<file path="config.mk">
export PLATFORM = sky130hd
export DESIGN_NAME = pipeline_ctrl
export DESIGN_NICKNAME = d
export VERILOG_FILES = /design/src/rtl/pipe_ctrl_pkg.sv /design/src/rtl/pipeline_ctrl_perf_counter.sv /design/src/rtl/pipeline_ctrl.sv
export SDC_FILE = /design/constraint.sdc
export NUM_CORES = 1
export LEC_CHECK = 0
export CORE_ASPECT_RATIO = 1.1
export CORE_MARGIN = 3
export CORE_UTILIZATION = 30
export CTS_CLUSTER_DIAMETER = 120
export CTS_CLUSTER_SIZE = 12
export DETAILED_ROUTE_END_ITERATION = 16
export GPL_ROUTABILITY_DRIVEN = 1
export MAX_ROUTING_LAYER = met4
export PLACE_DENSITY = 0.55
export SYNTH_ARGS = -nofsm -noshare
export SYNTH_HDL_FRONTEND = slang
export SYNTH_SLANG_ARGS = --single-unit
</file>
<file path="constraint.sdc">
create_clock -name clk_i -period 3.14 [get_ports clk_i]
set_input_delay 0.314 -clock clk_i [delete_from_list [all_inputs] [get_ports clk_i]]
set_output_delay 0.314 -clock clk_i [all_outputs]
set_load 0.01 [all_outputs]
</file>
<file path="src/rtl/pipe_ctrl_pkg.sv">
// pipe_ctrl_pkg: shared state encoding, default sizes and stage-control bundle
package pipe_ctrl_pkg;

    localparam int DEF_CNT_W   = 32;
    localparam int DEF_TIMEOUT = 255;

    localparam logic [0:0] S_RUN      = 1'b0;
    localparam logic [0:0] S_MEM_WAIT = 1'b1;

    typedef enum logic [0:0] {
        RUN      = S_RUN,
        MEM_WAIT = S_MEM_WAIT
    } state_t;

    typedef struct packed {
        logic pc_write;
        logic if_id_write;
        logic if_id_flush;
        logic id_ex_bubble;
        logic ex_mem_write;
        logic mem_wb_write;
    } stage_ctrl_t;

endpackage

</file>
<file path="src/rtl/pipeline_ctrl_perf_counter.sv">
// perf_counter: wrapping event counter with synchronous clear
module perf_counter #(
    parameter int CNT_W = 32
) (
    input  logic             clk,
    input  logic             rst_n,
    input  logic             inc,
    input  logic             clear,
    output logic [CNT_W-1:0] cnt
);

    always_ff @(posedge clk or negedge rst_n)
        if (!rst_n)
            cnt <= '0;
        else if (clear)
            cnt <= '0;
        else if (inc)
            cnt <= cnt + 1'b1;

endmodule

</file>
<file path="src/rtl/pipeline_ctrl.sv">
// pipeline_ctrl: stall/flush sequencer for the 5-stage pipeline with
// memory-wait watchdog and stall/flush performance counters
module pipeline_ctrl
    import pipe_ctrl_pkg::*;
#(
    parameter int TIMEOUT = DEF_TIMEOUT,
    parameter int CNT_W   = DEF_CNT_W
) (
    input  logic             clk_i,
    input  logic             rst_i,
    input  logic             start_i,
    input  logic             hazard_i,
    input  logic             branch_taken_i,
    input  logic             mem_access_i,
    input  logic             mem_ack_i,
    output logic             pc_write_o,
    output logic             if_id_write_o,
    output logic             if_id_flush_o,
    output logic             id_ex_bubble_o,
    output logic             ex_mem_write_o,
    output logic             mem_wb_write_o,
    output logic             mem_req_o,
    output logic             mem_err_o,
    output logic [CNT_W-1:0] stall_cnt_o,
    output logic [CNT_W-1:0] flush_cnt_o
);

    localparam int WW = $clog2(TIMEOUT + 1);

    state_t        state;
    logic [WW-1:0] wait_cnt;
    logic          active;
    logic          freeze;
    logic          go;
    stage_ctrl_t   ctrl;

    // rst_i is folded in so an asserted reset drops the request without a clock
    assign active    = rst_i & start_i;
    assign mem_req_o = active & ((state == MEM_WAIT) | mem_access_i);
    assign freeze    = mem_req_o & ~mem_ack_i;
    assign go        = active & ~freeze;

    assign ctrl = '{
        pc_write:     go & ~hazard_i,
        if_id_write:  go & ~hazard_i,
        if_id_flush:  go & ~hazard_i & branch_taken_i,
        id_ex_bubble: go & hazard_i,
        ex_mem_write: go,
        mem_wb_write: go
    };

    assign pc_write_o     = ctrl.pc_write;
    assign if_id_write_o  = ctrl.if_id_write;
    assign if_id_flush_o  = ctrl.if_id_flush;
    assign id_ex_bubble_o = ctrl.id_ex_bubble;
    assign ex_mem_write_o = ctrl.ex_mem_write;
    assign mem_wb_write_o = ctrl.mem_wb_write;

    always_ff @(posedge clk_i or negedge rst_i)
        if (!rst_i) begin
            state     <= RUN;
            wait_cnt  <= '0;
            mem_err_o <= 1'b0;
        end else if (!start_i) begin
            state <= RUN;
        end else if (state == RUN) begin
            if (mem_access_i && !mem_ack_i) begin
                state    <= MEM_WAIT;
                wait_cnt <= '0;
            end
        end else begin
            if (mem_ack_i)
                state <= RUN;
            if (wait_cnt != WW'(TIMEOUT))
                wait_cnt <= wait_cnt + 1'b1;
            // error rises on the same edge that wait_cnt reaches TIMEOUT
            if (wait_cnt == WW'(TIMEOUT - 1))
                mem_err_o <= 1'b1;
        end

    perf_counter #(.CNT_W(CNT_W)) u_stall_cnt (
        .clk   (clk_i),
        .rst_n (rst_i),
        .inc   (active & ~ctrl.pc_write),
        .clear (1'b0),
        .cnt   (stall_cnt_o)
    );

    perf_counter #(.CNT_W(CNT_W)) u_flush_cnt (
        .clk   (clk_i),
        .rst_n (rst_i),
        .inc   (ctrl.if_id_flush),
        .clear (1'b0),
        .cnt   (flush_cnt_o)
    );

endmodule
</file>
# ---- Word-level counts from Yosys, hierarchy flattened
# Cells that the tools add are included.
dict set report word_totals {
  register_bits 74
  in_bits 7
  word_cells 36
  output_inout_bits 72
}
dict set report op_classes {
  add_sub_neg 3
  bitwise 13
  mux 7
  n_reduce_logical 5
  n_eq_ne 3
}
# operator count
set op_table {}
lappend op_table {{32-bit by 1-bit adder with 32-bit output (second input constant)} 2}
lappend op_table {{8-bit two-way mux} 3}
lappend op_table {{8-bit by 1-bit adder with 8-bit output (second input constant)} 1}
lappend op_table {{1-bit bitwise AND} 8}
lappend op_table {{8-bit equality test (second input constant)} 1}
lappend op_table {{8-bit inequality test (second input constant)} 1}
lappend op_table {{3-bit AND reduction} 2}
lappend op_table {{1-bit two-way mux} 4}
lappend op_table {{1-bit NOT} 4}
lappend op_table {{2-bit by 1-bit inequality test with 1-bit output (second input constant)} 1}
lappend op_table {{2-bit nonzero test} 1}
lappend op_table {{1-bit logical AND} 1}
lappend op_table {{1-bit zero test} 1}
lappend op_table {{1-bit OR} 1}

# ---- Longest topological paths before layout
# Gate-level depths: netlist (run 1).
dict set report depth {
  depth_word 8
  depth_mapped 6
  mapped_depth_nobuf 5
}

# ---- Cells and area by module
# A second synthesis (run 1) with hierarchy kept.
dict set report unflattened {
  hier_cells 427
  area_unflattened_um2 4033.9
}
# mod cells_each area_per_inst_um2 instances seq_area_each_um2
set modules_own_cells {}
lappend modules_own_cells {{perf_counter at u_flush_cnt} 183 1714.1 1 800.8}
lappend modules_own_cells {{perf_counter at u_stall_cnt} 176 1680.4 1 800.8}
lappend modules_own_cells {pipeline_ctrl 68 639.4 1 250.2}

# ---- Least setup slack after synthesis (run 1)
# Ideal clock, no wire load.
dict set report synth_timing {
  path_type {register to register}
  from {register u_stall_cnt.cnt[0]}
  to {register u_stall_cnt.cnt[16]}
  arrival_ps 1573
  t_required_ps 3014
  slack_ps 1441
  setup_ps 126
  period_less_slack_ps 1699
  path_stages_with_launch 7
  n_path_buf 1
  cell_sequence {dfrtp_1 > ha_1 > nand3_1 > a2111oi_4 > buf_6 > nand4_1 > xnor2_1}
}
dict set report synth_via {
  elab_chain_cells 1
}
# item line_no
set synth_lines {}
lappend synth_lines {{start, declared} pipeline_ctrl_perf_counter.sv:9} ;# output logic [CNT_W-1:0] cnt
lappend synth_lines {{start signal, assigned} pipeline_ctrl_perf_counter.sv:18} ;# cnt <= cnt + 1'b1;
lappend synth_lines {{32-bit by 1-bit adder with 32-bit output} pipeline_ctrl_perf_counter.sv:18}
# Every way passes these cells.
# A chain may end at the register's enable or synchronous reset.

# ---- Final worst setup path (run 1)
dict set report layout_timing {
  from {register state}
  to {output port if_id_write_o}
}
dict set report layout_via {
  elab_chain_cells 6
}
# item line_no
set layout_lines {}
lappend layout_lines {{start, declared} pipeline_ctrl.sv:30} ;# state_t state;
lappend layout_lines {{start signal, assigned} pipeline_ctrl.sv:61} ;# state <= RUN;
lappend layout_lines {{start signal, assigned} pipeline_ctrl.sv:65} ;# state <= RUN;
lappend layout_lines {{start signal, assigned} pipeline_ctrl.sv:68} ;# state <= MEM_WAIT;
lappend layout_lines {{1-bit OR} pipeline_ctrl.sv:39} ;# assign mem_req_o = active & ((state == MEM_WAIT) | mem_access_i);
lappend layout_lines {{1-bit bitwise AND} pipeline_ctrl.sv:39}
lappend layout_lines {{1-bit bitwise AND} pipeline_ctrl.sv:40} ;# assign freeze = mem_req_o & ~mem_ack_i;
lappend layout_lines {{1-bit NOT} pipeline_ctrl.sv:41} ;# assign go = active & ~freeze;
lappend layout_lines {{1-bit bitwise AND} pipeline_ctrl.sv:41}
lappend layout_lines {{1-bit bitwise AND} pipeline_ctrl.sv:45} ;# if_id_write: go & ~hazard_i,
lappend layout_lines {{end, declared} pipeline_ctrl.sv:17} ;# output logic if_id_write_o,
# Every way passes these cells.

==> results.md, run 1 <==
- Non-filler cells, final: approximately 560
- Clock Latency Late Sink: between 0.3 and 0.4 ns
- Register area: approximately 1900 um^2
- R2r endpoint: u_stall_cnt.cnt[18]
- Worst setup SP type: flip-flop
- Final Setup Violations: 0
- Die Footprint: 13400 um^2
- FF-to-FF path depth: 5
- Final ANT Viol Nets: 0
- Worst hold path class: input port to async pin
- Global-route wire length before repair: roughly 14000 um
- Post-synth top area share: 0.511
- Critical path depth: 3
- Core Area: around 12000 um^2
- Grt total ovfl: 0
- Pwr/cell area: around 500 nW/um^2
- Hold Buf Count CTS: 0
- Total CTS buffers: 9
- Synth unique cells: 40
- Gpl congestion: between 0.7 and 0.8
- Tmin final: approximately 2.5 ns
- Detailed Place HPWL: about 5700 um
- Post-CTS sizing: 0
- Area leader, netlist: dfrtp_1
- Antenna Diode Count: 0
- CTS tree: yes
- Layout cells sized above 1: 0.0741
- Initial DRC count: between 100 and 150
- Placed Instances: 540
- Final setup TNS: 0 ns
- Crit path max-delay family: buffers and inverters
- All-layer global routing usage: 0.131
- Critical Path RT: between 2 and 3 ns
- Slew headroom: 0.408
- R2r startpoint: u_stall_cnt.cnt[0]
- Fill count: about 1100
- Most frequent cell after synthesis: dfrtp_1
- Cell count after synthesis: 321
- R2R setup slack: ~0.98 ns
- Crit Path Max Fanout: 9
- Synth Flop Type: dfrtp_1
- Crit end category: output port
- Final Slew Violations: 0
- Multi-input gate area in the final layout: 1660 um^2
- Num rows: approximately 40
- Post-synth EDFFs: 0
- Via Count: between 2000 and 3000
- Crit Path Class: flip-flop to output port
- Status: complete, no violations
- Clock-pin slew on the worst setup and hold paths: 0.06 ns
- CP cell instances: o21ba_4 -> nor3_1 -> clkdlybuf4s50_1
- Initial antenna violation count: 0
- # clock sinks: 74
- IR drop worst, VDD: about 0.0003 V
- Post-Synthesis Cell Area: around 3600 um^2
- Post-CTS Setup Repair Bufs: 0
- Critical path's slowest cell: clkdlybuf4s50_1
- Buf/Inv on CP: 1
- Clock skew: 0.00732 ns
- Synthesized net count: 332
- Register area share after synthesis: 0.511
- Avg WL per Cell: between 10 and 15 um
- Fraction of registers with async set/reset: 1.00
- CP arrival: 2.16 ns
- Final Util: 0.413
- Initial Utilization: 0.311
- Max-cap check violation count: 0
- Area Overhead vs Synth: 32.7%
- Die X: 111 um
- Yosys reg bits: between 70 and 80
- Vias in the first global route: approximately 2800
- WL final: roughly 8200 um
- DIE HEIGHT: about 120 um
- Vias per inst: between 4 and 5
- Clock Path Buffers: 2
- Fin. Hold Viols: 0
- Layout net count: roughly 410
- CTS root buf: clkbuf_16
- Top-level port count: between 70 and 80
- Largest net degree at the start of global routing: 44
- Commonest cells in the netlist: 74 x dfrtp_1, 58 x xnor2_1, 35 x nand3_1, 31 x nand4_1, 18 x nand2_1
- Largest stage delay on the critical path: approximately 0.63 ns
- RSZ-0062 raised after global routing: false
- Max Clk Rate: between 400 and 500 MHz
- Mean Syn Cell Area: 11.3 um^2
- Remaining DRCs: 0
- H-tree depth: 3
- TritonRoute pass-1 iters: 5
- Period utilization: 0.788
- Most area-consuming cells after synthesis: dfrtp_1 51%, xnor2_1 14%, nand4_1 5.4%, nand3_1 4.8%, and3_1 2.2%
- Leak Pwr: about 0.0019 uW
- Yosys warning count: 0
- Buffers on Ports: 78
- Slew @ Worst Pin: ~0.9 ns
==> routing by layer <==
| layer | vias to the layer above | global-route usage | part of all wire |
|---|---|---|---|
| met2 | 75 | 0.212 | 0.48 |
| met3 | 8 | 0.0314 | 0.045 |
| met5 | - | - | 0 |
| li1 | 1322 | - | - |
| met1 | 1331 | 0.161 | 0.46 |
| met4 | 0 | 0.0485 | 0.014 |
==> cell type report <==
class | count | area share
clock buffer | 9 | 0.0468
multi-input combinational | 230 | 0.345
timing repair buffer | 80 | 0.165
tap | 150 | 0.0390
clock inverter | 6 | 0.0140
inverter | 6 | 0.00468
sequential | 74 | 0.385
==> sequential cells by signal, summed over array words and instances, names as in the netlist <==
signal	cells
wait_cnt	8
u_stall_cnt.cnt	32
u_flush_cnt.cnt	32
state	1
mem_err_o	1
==> how the worst max path moves through the flow <==
stage,start,to,slack (ns)
global placement,start_i,if_id_write_o,0.72
floorplan,u_stall_cnt.cnt[0],u_stall_cnt.cnt[16],1.44
global route,start_i,if_id_write_o,0.57
CTS,state,pc_write_o,0.63
finish,state,if_id_write_o,0.67
detailed placement,start_i,pc_write_o,0.68
==> through the flow <==
| stage | total power (uW) | setup slack, ns | hold WS, ns | cell area [um^2] |
|---|---|---|---|---|
| after floorplan | 1240 | 1.44 | 0.0184 | 3620 |
| after global placement | 1420 | 0.718 | 0.406 | 4520 |
| after detailed placement | 1420 | 0.677 | 0.412 | 4520 |
| after CTS | 2460 | 0.629 | 0.0535 | 4810 |
| after global routing | 2540 | 0.567 | 0.0684 | 4810 |
| final | 2410 | 0.666 | 0.0299 | 4810 |
==> cells in the final DEF (no fill, tap or decap), types with 4 or more instances in the layout <==
master            n
clkbuf_16         9
xor2_1            4
and2_1            8
clkdlybuf4s50_1  77
and3_1           13
inv_1             6
ha_1              4
nor2_1           12
xnor2_1          58
nor3_1            6
nand3_1          35
and4_1            7
nand2_1          18
dfrtp_1          74
nand4_1          31
==> logic make-up after synthesis <==
group / count (synthesis) / share of synthesized area
AND/OR/NAND/NOR: 142 / 0.227
flip-flops: 74 / 0.511
XOR/XNOR: 62 / 0.150
AO/OA/AOI/OAI: 20 / 0.0614
buffers and inverters: 17 / 0.0307
adder cells (fa/ha/maj): 4 / 0.0138
multiplexers: 2 / 0.00621
==> report_power, final <==
group | switching (uW) | internal [uW] | leakage (uW)
Clock | 399 | 613 | 0.000138
Sequential | 88.6 | 1010 | 0.00101
Combinational | 138 | 162 | 0.000789
Total | 625 | 1780 | 0.00194
(Power assumes the default switching activity.)
==> run 2: changes to the inputs <==
==> constraint.sdc (replaced) <==
create_clock -name clk_i -period 2.33 [get_ports clk_i]
set_input_delay 0.233 -clock clk_i [delete_from_list [all_inputs] [get_ports clk_i]]
set_output_delay 0.233 -clock clk_i [all_outputs]
set_load 0.01 [all_outputs]
==> run 2 against run 1 <==
Effect of this change: cell area up 1.5%; hold slack better by 0.44 ns; clock power up 25%; via count up 2.6%; die area unchanged; power up 31%; sequential power up 35%; sequential cell count unchanged; register-to-register slack worse by 0.47 ns; count of clock-buffer cells in the layout up 2; routed wire length down 0.28%; non-clock buffer count up 12; highest routed layer unchanged.
==> results.md, run 2 (synthesis gave the netlist of run 1 again) <==
- Hold depth: 1
- Max-cap check violation count: 0
- FF-to-FF path depth: 6
- Remaining DRCs: 0
- TritonRoute pass-1 iters: 4
- Initial Utilization: 0.311
- Detailed Place HPWL: 5790 um
- Clock Path Buffers: 2
- Crit end category: output port
- RSZ-0062 raised after global routing: false
- Crit Path Class: flip-flop to output port
- Crit Path Max Fanout: 9
- Slew headroom: 0.599
- Design Area, Final: roughly 4900 um^2
- Placed Instances: 551
- Clock-pin slew on the worst setup and hold paths: roughly 0.06 ns
- Worst setup startpoint: state
- Initial DRC count: between 100 and 150
- Tmin final: between 2 and 2.5 ns
- IR drop worst, VDD: between 0.0003 and 0.0004 V
- Via Count: approximately 2800
- Worst setup SP type: flip-flop
- Final Slew Violations: 0
- CTS root buf: clkbuf_16
- Die X: between 100 and 150 um
- Vias in the first global route: approximately 2800
- Top-level port count: 79
- Period utilization: 0.936
- Vias per inst: between 4 and 5
- Global-route wire length before repair: between 10000 and 15000 um
- Worst Min Path Start: u_flush_cnt.cnt[31]
- Multi-input gate area in the final layout: 1660 um^2
- Num rows: 41
- Fin. Hold Viols: 0
- DIE HEIGHT: about 120 um
- Register area: 1850 um^2
- Most frequent cells in the layout: 77 x clkdlybuf4s50_1, 73 x dfrtp_1, 58 x xnor2_1, 35 x nand3_1, 31 x nand4_1
- Final Setup Violations: 0
- Leak Pwr: between 0.0015 and 0.002 uW
- Largest net degree at the start of global routing: 42
- Core Area: 11600 um^2
- Pwr/cell area: 645 nW/um^2
- Final ANT Viol Nets: 0
- Post-CTS Setup Repair Bufs: 0
- Initial antenna violation count: 0
- Layout cells sized above 1: 0.100
- Top Registers: u_flush_cnt.cnt (32), u_stall_cnt.cnt (32), wait_cnt (8)
- # clock sinks: 74
- Avg WL per Cell: roughly 14 um
- Antenna Diode Count: 0
- Buffers on Ports: between 70 and 80
- Layout net count: 424
- Slew @ Worst Pin: between 0.5 and 0.6 ns
- Commonest non-fill, non-tap cell in the layout: clkdlybuf4s50_1
- Grt total ovfl: 0
- R2r startpoint: u_stall_cnt.cnt[0]
- WL final: between 8000 and 9000 um
- Non-filler cells, final: roughly 570
- CP arrival: between 1.5 and 2 ns
- Clock skew: 0.00808 ns
- Gpl congestion: approximately 0.79
- Overall Power: 3150 uW
- All-layer global routing usage: 0.129
- Die Footprint: about 13000 um^2
- H-tree depth: 3
- Fill count: 1133
- Worst hold path class: flip-flop to flip-flop
- Max Clk Rate: between 400 and 500 MHz
- Dpl cell area: 4600 um^2
- Status: complete, no violations
- CTS tree: yes
- Total CTS buffers: 9
- Final setup TNS: 0 ns
- Critical Path RT: 2.10 ns
- Clock Latency Late Sink: 0.32 ns
- Area Overhead vs Synth: 34.7%
run 2: changes by cell type in the layout (fill, tap and decap cells not counted), sizes merged:
cell         before  now
buf               3   14
bufinv            1    0
clkbuf            9   11
clkinv            2    3
dlygate4sd3       0    1
inv               7    6
run 2: where the power goes:
group	internal, uW	total, uW	switching (uW)	leakage, uW
Clock	744	1260	515	0.000131
Combinational	224	411	187	0.000851
Sequential	1360	1480	119	0.00101
run 2: layout make-up:
class | count | area share
Clock buffer | 11 | 0.0497
Clock inverter | 5 | 0.00615
Inverter | 6 | 0.00461
Multi-Input combinational cell | 230 | 0.340
Sequential cell | 74 | 0.379
Tap cell | 150 | 0.0384
Timing Repair Buffer | 92 | 0.181
run 2: what timing repair did:
action                                 in CTS  in global routing
endpoints found under the hold margin       1                  0
gates resized for setup                     0                  1
hold buffers                                1                  0
setup endpoints to repair                   0                  5
run 2: per-layer routing:
metal	routed length, um	vias to the layer above	track usage
met5	0	-	-
met4	74	0	0.0416
met3	298	4	0.0229
met2	3850	69	0.201
met1	3930	1385	0.172
li1	-	1349	-
run 2: worst max-delay path, stage by stage (launching register included):
cell and delay (ns):
dfrtp_2 0.49, o21ba_4 0.28, nor3_1 0.17, buf_4 0.16, clkdlybuf4s50_1 0.53
run 2: worst paths after layout:
kind	end	slack [ns]
hold / removal	u_flush_cnt.cnt[31]	0.47
setup reg to reg	u_stall_cnt.cnt[16]	0.51
hold reg to reg	u_flush_cnt.cnt[31]	0.47
setup / recovery	pc_write_o	0.15
min in group asynchronous	state	0.52
max in group asynchronous	u_flush_cnt.cnt[30]	1.38
run 2: through the flow:
stage | hold slack (ns) | setup WS [ns] | util
detailed placement | 0.350 | 0.226 | 0.395
global route | 0.488 | 0.0138 | 0.419
CTS | 0.474 | 0.0573 | 0.419
finish | 0.469 | 0.150 | 0.419
global placement | 0.345 | 0.250 | 0.395
floorplan | -0.0626 | 0.631 | -
==> run 3: changes to the inputs <==
--- a/config.mk
+++ b/config.mk
@@ -5,8 +5,8 @@
 export SDC_FILE = /design/constraint.sdc
 export NUM_CORES = 1
 export LEC_CHECK = 0
+export ABC_CLOCK_PERIOD_IN_PS = 2330
 export CORE_ASPECT_RATIO = 1.1
-export CORE_MARGIN = 3
 export CORE_UTILIZATION = 30
 export CTS_CLUSTER_DIAMETER = 120
 export CTS_CLUSTER_SIZE = 12
==> run 3 against run 2 <==
Effect of this change: the flow now finishes with violations (hold timing); power grew 6.9%; count of clock-buffer cells in the layout shrank 1; cell area grew 0.74%; non-clock buffer count shrank 2; maximum frequency shrank 2.2%; sequential cell count is the same; routed wire length shrank 3.2%; first-iteration DRC count shrank 12%.
==> results.md, run 3 (synthesis gave the netlist of run 1 again) <==
- Status: complete, but fails checks
- Failing checks: hold timing
- Total CTS buffers: 9
- RSZ-0062 raised after global routing: false
- Slew @ Worst Pin: just under 0.6 ns
- Fin. Hold Viols: 29
- Max-cap check violation count: 0
- Die Footprint: 12500 um^2
- Worst setup SP type: flip-flop
- Vias in the first global route: 2811
- Initial DRC count: between 100 and 150
- Avg WL per Cell: approximately 14 um
- Design Area, Final: approximately 5000 um^2
- Area Overhead vs Synth: 35.7%
- Num rows: 41
- All-layer global routing usage: 0.146
- TritonRoute pass-1 iters: 6
- Clock-pin slew on the worst setup and hold paths: ~0.050 ns
- Largest net degree at the start of global routing: 39
- Global-route wire length before repair: 13900 um
- Leak Pwr: 0.00201 uW
- Hold Buf Count CTS: 0
- CP arrival: approximately 2 ns
- Top-level port count: a little under 80
- Die X: about 110 um
- Via Count: 2746
- Commonest non-fill, non-tap cell in the layout: clkdlybuf4s50_1
- CTS tree: yes
- Period utilization: 0.957
- Crit Path Max Fanout: 9
- Initial antenna violation count: 0
- Layout cells sized above 1: 0.106
- Gpl congestion: about 0.74
- Dpl cell area: about 4600 um^2
- Remaining DRCs: 0
- Hold Slack: -0.0127 ns
- Vias per inst: slightly below 5
- Initial Utilization: 0.311
- Worst hold path class: input port to async pin
- Final Slew Violations: 0
- Critical Path RT: 2.10 ns
- Top Registers: u_flush_cnt.cnt (32), u_stall_cnt.cnt (32), wait_cnt (8)
- Grt total ovfl: 0
- # clock sinks: 74
- Busiest grt layer: met2
- IR drop worst, VDD: 0.000384 V
- Clock skew: around 0.0073 ns
- FF-to-FF path depth: 6
- Most frequent cells in the layout: 77 x clkdlybuf4s50_1, 73 x dfrtp_1, 58 x xnor2_1, 35 x nand3_1, 31 x nand4_1
- Layout net count: 422
- Crit end category: output port
- Final setup TNS: 0 ns
- Max Clk Rate: 449 MHz
- Clock Path Buffers: 2
- WL final: roughly 7900 um
- Slew headroom: 0.607
- Crit Path Class: flip-flop to output port
- Final ANT Viol Nets: 0
- Pwr/cell area: ~680 nW/um^2
- Tmin final: approximately 2.2 ns
- Detailed Place HPWL: approximately 5600 um
- Core Area: about 12000 um^2
- M2 GR Usage: 0.228
- Final Setup Violations: 0
- H-tree depth: 3
- DIE HEIGHT: approximately 120 um
- Met3 Track Usage GR: 0.0216
- Final Util: 0.422
- Antenna Diode Count: 0
- Buffers on Ports: just under 80
- GR Layer Usage met1: 0.185
- CTS root buf: clkbuf_16
- Overall Power: 3370 uW
- Clock Latency Late Sink: between 0.3 and 0.4 ns
[run 3: final cells by class]
class                           instances  area, um^2
Clock buffer                           10         239
Sequential cell                        74        1850
Timing Repair Buffer                   90         868
Clock inverter                          6        80.1
Fill cell                            1169        6730
Inverter                                6        22.5
Tap cell                              150         188
Multi-Input combinational cell        230        1670
[run 3: final timing paths]
path                                     start                   to  slack (ns)
setup / recovery                         state           pc_write_o        0.10
hold / removal                           rst_i                state       -0.01
setup reg to reg            u_stall_cnt.cnt[0]  u_stall_cnt.cnt[24]        0.50
hold reg to reg            u_flush_cnt.cnt[31]  u_flush_cnt.cnt[31]        0.48
max in group asynchronous                rst_i  u_stall_cnt.cnt[18]        2.00
min in group clk_i                       rst_i   u_flush_cnt.cnt[0]        0.37
[run 3: critical path, cell delays in order (launching register included)]
cell and delay [ns]:
dfrtp_2 0.48, o21ba_4 0.29, nor3_2 0.20, buf_4 0.16
clkdlybuf4s50_1 0.53
[run 3: layer usage]
metal / vias to the layer above / wire length (um) / part of all wire
met5: - / 0 / 0
met1: 1331 / 3770 / 0.48
met2: 64 / 3630 / 0.46
li1: 1339 / - / -
met4: 0 / 184 / 0.023
met3: 12 / 303 / 0.038
[run 3: per-stage QoR]
stage / std cells / worst slack [ns]
6_report: 566 / 0.101
5_1_grt: 566 / 0.0255
3_3_place_gp: 550 / 0.122
2_1_floorplan: 321 / 0.631
4_1_cts: 566 / 0.0191
3_5_place_dp: 550 / 0.0832
[run 3: where the power goes]
group / switching (uW) / leakage, uW / internal [uW]
logic: 188 / 0.000841 / 224
clock network: 522 / 0.000162 / 958
registers: 114 / 0.00101 / 1360
[run 3: what timing repair did]
action                     CTS  global route
buffers inserted             0             0
gates resized for setup      2             1
setup endpoints to repair    3             3
==> variant 1 (settings of run 3) <==
Put a register stage on the output `flush_cnt_o`, cleared by the reset. The value now appears one clock later. The other outputs are not delayed to match.
--- a/src/rtl/pipeline_ctrl.sv
+++ b/src/rtl/pipeline_ctrl.sv
@@ -26,6 +26,8 @@
 );
 
     localparam int WW = $clog2(TIMEOUT + 1);
+
+    logic [CNT_W-1:0] flush_cnt_d;
 
     state_t        state;
     logic [WW-1:0] wait_cnt;
@@ -91,7 +93,15 @@
         .rst_n (rst_i),
         .inc   (ctrl.if_id_flush),
         .clear (1'b0),
-        .cnt   (flush_cnt_o)
+        .cnt   (flush_cnt_d)
     );
 
+    always_ff @(posedge clk_i or negedge rst_i) begin
+        if (!rst_i) begin
+            flush_cnt_o <= '0;
+        end else begin
+            flush_cnt_o <= flush_cnt_d;
+        end
+    end
+
 endmodule
Check against the original RTL: not equivalent (Yosys sat finds a counterexample within 4 cycles, from zero or initial values and one cycle with rst_i low).
==> variant 1 against run 3 <==
- area after synthesis grew 25%
- maximum frequency grew 1.9%
- setup slack gained 0.042 ns
- non-clock buffer count grew 1
- power grew 17%
- sequential share of layout area grew 7.6 points
- wire length grew 23%
- sequential cell count grew 32
- cell area grew 19%
- sequential power grew 39%
==> variant 1: results (changes against run 3) <==
worst skew pair latency: 0.35 ns (+0.02 ns)
Top Registers: flush_cnt_o x32, u_flush_cnt.cnt x32, u_stall_cnt.cnt x32
GRT Overall Usage: 13.7% (-0.94 points)
final wirelength: 9680 um (+23%)
CTS clock-pin slew for the worst setup and hold paths: 0.07 ns (+0.02 ns)
register area share after synthesis: 58.3% (+7.3 points)
VDD IR max: 0.412 mV (+7.3%)
# fillers: 1427 (+22%)
most frequent cells after synthesis: dfrtp_1 (106), xor2_1 (38), nand2_1 (29)
sw frac: 24.7% (+0.24 points)
iteration-0 DRC count of the detailed router: 174 (+43%)
arrival time worst endpoint: 1.95 ns (-0.05 ns)
largest net degree at the start of global routing: 55 (+41%)
layout cells sized above 1: 9.75% (-0.83 points)
clk_skew: 0.00607 ns (-0.00120 ns)
CP max FO: 8 (-1)
Synth Net Count: 389 (+17%)
first-pass GRT wire length: 16500 um (+19%)
gpl congestion: 0.778 (+4.7%)
Yosys top cell area share: 58.3% (+7.3 points)
status: complete, no violations
nets@finish: 478 (+13%)
P_leak: 2.71 nW (+35%)
worst-margin pin slew: 0.696 ns (+0.112 ns)
Vias/cell: 4.81 (-0.85%)
vias in the first global route: 3240 (+15%)
variant 1: per-layer routing:
layer,track usage [%],share of wire (%),up-vias
li1,-,-,1525
met1,17.1,46,1596
met2,21.4,49,61
met3,2.95,4.0,12
met4,5.63,1.7,0
met5,-,0,-
variant 1: worst reg2reg max path: cells and delay by family, from the launching register on:
family / cells / cell delay, ns
flops: 1 / 0.50
buf+inv: 1 / 0.23
simple gates: 3 / 0.94
xor+xnor: 1 / 0.17
variant 1: repair_timing:
| action | CTS | global route |
|---|---|---|
| endpoints found under the setup margin | 0 | 1 |
| hold buffers | 1 | 0 |
| gates resized for setup | 0 | 1 |
| hold endpoints to repair | 1 | 0 |
variant 1: path summary, 6_finish.rpt:
path / slack (ns) / startpoint / endpoint / cells after the start
worst max-delay path: 0.14 / state$_DFF_PN0_ / id_ex_bubble_o / 4
worst min-delay path: 0.26 / rst_i / state$_DFF_PN0_ / 2
worst max register to register: 0.41 / u_flush_cnt.cnt[3]$_DFFE_PN0P_ / u_flush_cnt.cnt[31]$_DFFE_PN0P_ / 5
worst min register to register: 0.41 / u_flush_cnt.cnt[31]$_DFFE_PN0P_ / flush_cnt_o[31]$_DFF_PN0_ / 0
max in group asynchronous: 0.54 / rst_i / flush_cnt_o[11]$_DFF_PN0_ / 4
min in group clk_i: 0.41 / u_flush_cnt.cnt[31]$_DFFE_PN0P_ / flush_cnt_o[31]$_DFF_PN0_ / 0
variant 1: final cells by class:
type                       count  area, um^2  area share, %
inverter                       9        33.8          0.576
multi-input combinational    250        1770           30.3
clock inverter                 3        22.5          0.384
tap                          192         240           4.10
clock buffer                  13         260           4.44
timing repair buffer          91         878           15.0
sequential                   106        2650           45.3
variant 1: cells by family (layout without fill, tap and decap cells):
family	Yosys count	after routing	share of synthesized area, %
AOI/OAI and AO/OA	20	20	3.52
xor gates and xnor gates	63	63	12.1
adders and majority gates	4	4	1.10
buffers and inverters	22	116	2.72
DFF	106	106	58.3
muxes	2	2	0.495
and+or+nand+nor	161	161	21.7
variant 1: metrics by stage:
step	cells	utilization (%)	instance area [um^2]	worst slack, ns	power, mW
finish	664	40.1	5860	0.143	3.94
global route	664	40.1	5860	0.0188	4.13
CTS	664	40.1	5860	0.111	4.00
detailed placement	647	38.1	5570	0.192	2.54
global placement	647	38.1	5570	0.248	2.53
floorplan	378	-	4550	0.588	2.26
variant 1: power by group through the flow:
stage | Sequential (mW) | Combinational (mW) | Clock, mW
finish | 2.06 | 0.444 | 1.44
detailed placement | 2.09 | 0.453 | 0
global route | 2.07 | 0.492 | 1.56
global placement | 2.09 | 0.443 | 0
floorplan | 2.10 | 0.164 | 0
CTS | 2.06 | 0.457 | 1.48
==> variant 2 (config.mk and constraints of run 3) <==
Made on the original files. Change the package constant `DEF_TIMEOUT` from 255 to 510.
--- a/src/rtl/pipe_ctrl_pkg.sv
+++ b/src/rtl/pipe_ctrl_pkg.sv
@@ -2,7 +2,7 @@
 package pipe_ctrl_pkg;
 
     localparam int DEF_CNT_W   = 32;
-    localparam int DEF_TIMEOUT = 255;
+    localparam int DEF_TIMEOUT = 510;
 
     localparam logic [0:0] S_RUN      = 1'b0;
     localparam logic [0:0] S_MEM_WAIT = 1'b1;
Check against the original RTL: no difference found for any inputs over 10 cycles, from zero or initial values and one cycle with rst_i low; that may be too few to reach the edited logic, so the function may still have changed.
==> variant 2 against run 3 <==
- count of clock-buffer cells in the layout unchanged
- wire length increased by 9.1%
- sequential cell count increased by 1
- sequential share of layout area increased by 0.11 points
- non-clock buffer count decreased by 2
- via count increased by 3.4%
- critical path type unchanged
- power increased by 1.8%
- setup slack improved by 0.016 ns
- register-to-register slack got worse by 0.05 ns
- area after synthesis increased by 0.17%
- cell area increased by 1.0%
- die area increased by 0.17%
==> variant 2: results (changes against run 3) <==
worst skew pair latency: 0.33 ns (about the same)
DR WL met2: 4000 um (+10%)
asr flop ratio synth: 100% (unchanged)
Longest Clk Path Bufs: 2 (unchanged)
Unique masters post-synth: 36 (-10%)
Non-clock buffers: 88 (-2.2%)
nets@finish: 455 (+7.8%)
Root Buffer Master: clkbuf_16
Ant. Diodes: 0 (unchanged)
reg2reg path depth: 5 (-1)
CP peak stage delay: 0.57 ns (+0.04 ns)
reg2reg setup slack: 0.45 ns (-0.05 ns)
CP max FO: 11 (+2)
# fillers: 1137 (-2.7%)
clock-cell share of area: 6.37% (-0.12 points)
TNS Setup: 0 ns (unchanged)
Rel. slew slack: 48.2% (-12 points)
M1 WL: 4080 um (+8.0%)
register area: 1880 um^2 (+1.4%)
multi-input combinational cell area: 1690 um^2 (+1.2%)
top sig layer: met4
Post-Syn Instances: 348 (+8.4%)
first-pass GRT wire length: 14600 um (+4.9%)
R2R Path End: u_flush_cnt.cnt[30]$_DFFE_PN0P_
post-route insts no fill: 597 (+5.5%)
I/O Buffers: 78 (unchanged)
status: complete, no violations
gpl congestion: 0.820 (+10%)
non-clock inverter count: 10 (+4)
iteration-0 DRC count of the detailed router: 94 (-23%)
vias in the first global route: 2922 (+3.9%)
most frequent cells after synthesis: dfrtp_1 (75), xnor2_1 (39), nand2_1 (37)
Synth Net Count: 360 (+8.4%)
largest net degree at the start of global routing: 62 (+59%)
reg-to-reg startpoint: state$_DFF_PN0_
P_leak: 2.23 nW (+11%)
Vias/cell: 4.76 (-1.9%)
DP HPWL: 6310 um (+14%)
CP top delay family: buffers and inverters
register area share after synthesis: 51.7% (+0.60 points)
top post-synthesis cells by area: dfrtp_1 (52%), xnor2_1 (9.4%), xor2_1 (5.8%)
WL/cell: 14.4 um (+3.4%)
Inst Count DP: 581 (+5.6%)
clk_skew: 0.00759 ns (+0.000319 ns)
slowest CP cell: clkdlybuf4s50_1
CTS clock-pin slew for the worst setup and hold paths: 0.06 ns
Hold Crit Class: in -> async
clk_buf instances: 10 (unchanged)
comb_multi_in: 259 (+13%)
metal3 WL: 272 um (-10%)
arrival time worst endpoint: 1.98 ns (-0.02 ns)
Pre-antenna DRT Iters: 6 (unchanged)
VDD IR max: 0.314 mV (-18%)
Top Registers: u_flush_cnt.cnt x32, u_stall_cnt.cnt x32, wait_cnt x9
non-clock buffer share of cell area: 17.3% (-0.31 points)
layout cells sized above 1: 8.50% (-2.1 points)
Clock Sinks: 75 (+1.4%)
pre-CTS setup slack: 0.0592 ns (-0.0240 ns)
GRT Overall Usage: 15.2% (+0.58 points)
==> variant 2: repair_timing <==
item | CTS | global route
resized for setup | 1 | 3
hold endpoints to repair | 14 | 0
hold buffers | 1 | 0
endpoints found under the setup margin | 1 | 4
==> variant 2: per-layer routing <==
layer	track usage, %	vias up
met5	-	-
met4	6.85	0
met3	3.06	20
met2	23.2	58
met1	19.3	1360
li1	-	1402
==> variant 2: through the flow <==
step           area, um^2  hold WS, ns  util [%]  power (mW)
2_1_floorplan        3630      -0.0626         -        1.71
3_3_place_gp         4630       0.0679      39.8        1.96
3_5_place_dp         4630       0.0676      39.8        1.97
4_1_cts              4960        0.336      42.6        3.46
5_1_grt              4970        0.325      42.7        3.58
6_report             4970        0.320      42.7        3.43
==> variant 2: how the worst max path moves through the flow <==
stage / slack [ns] / depth (start not counted) / startpoint / end
floorplan: 0.65 / 5 / u_flush_cnt.cnt[2]$_DFFE_PN0P_ / u_flush_cnt.cnt[30]$_DFFE_PN0P_
finish: 0.12 / 4 / state$_DFF_PN0_ / id_ex_bubble_o
global placement: 0.14 / 5 / mem_access_i / if_id_flush_o
detailed placement: 0.06 / 6 / mem_access_i / u_flush_cnt.cnt[30]$_DFFE_PN0P_
global route: 0.02 / 4 / state$_DFF_PN0_ / id_ex_bubble_o
CTS: 0.02 / 6 / rst_i / if_id_flush_o
==> variant 2: cell families after synthesis <==
family	share of synthesized area, %
adder cells (fa/ha/maj)	1.72
AO/OA/AOI/OAI	3.41
multiplexers	0.276
buffers and inverters	1.90
XOR/XNOR	15.2
flip-flops	51.7
AND/OR/NAND/NOR	25.8
==> variant 2: power breakdown <==
group | switching (mW) | internal, mW
sequential | 0.119 | 1.39
clock | 0.532 | 0.957
combinational | 0.206 | 0.225
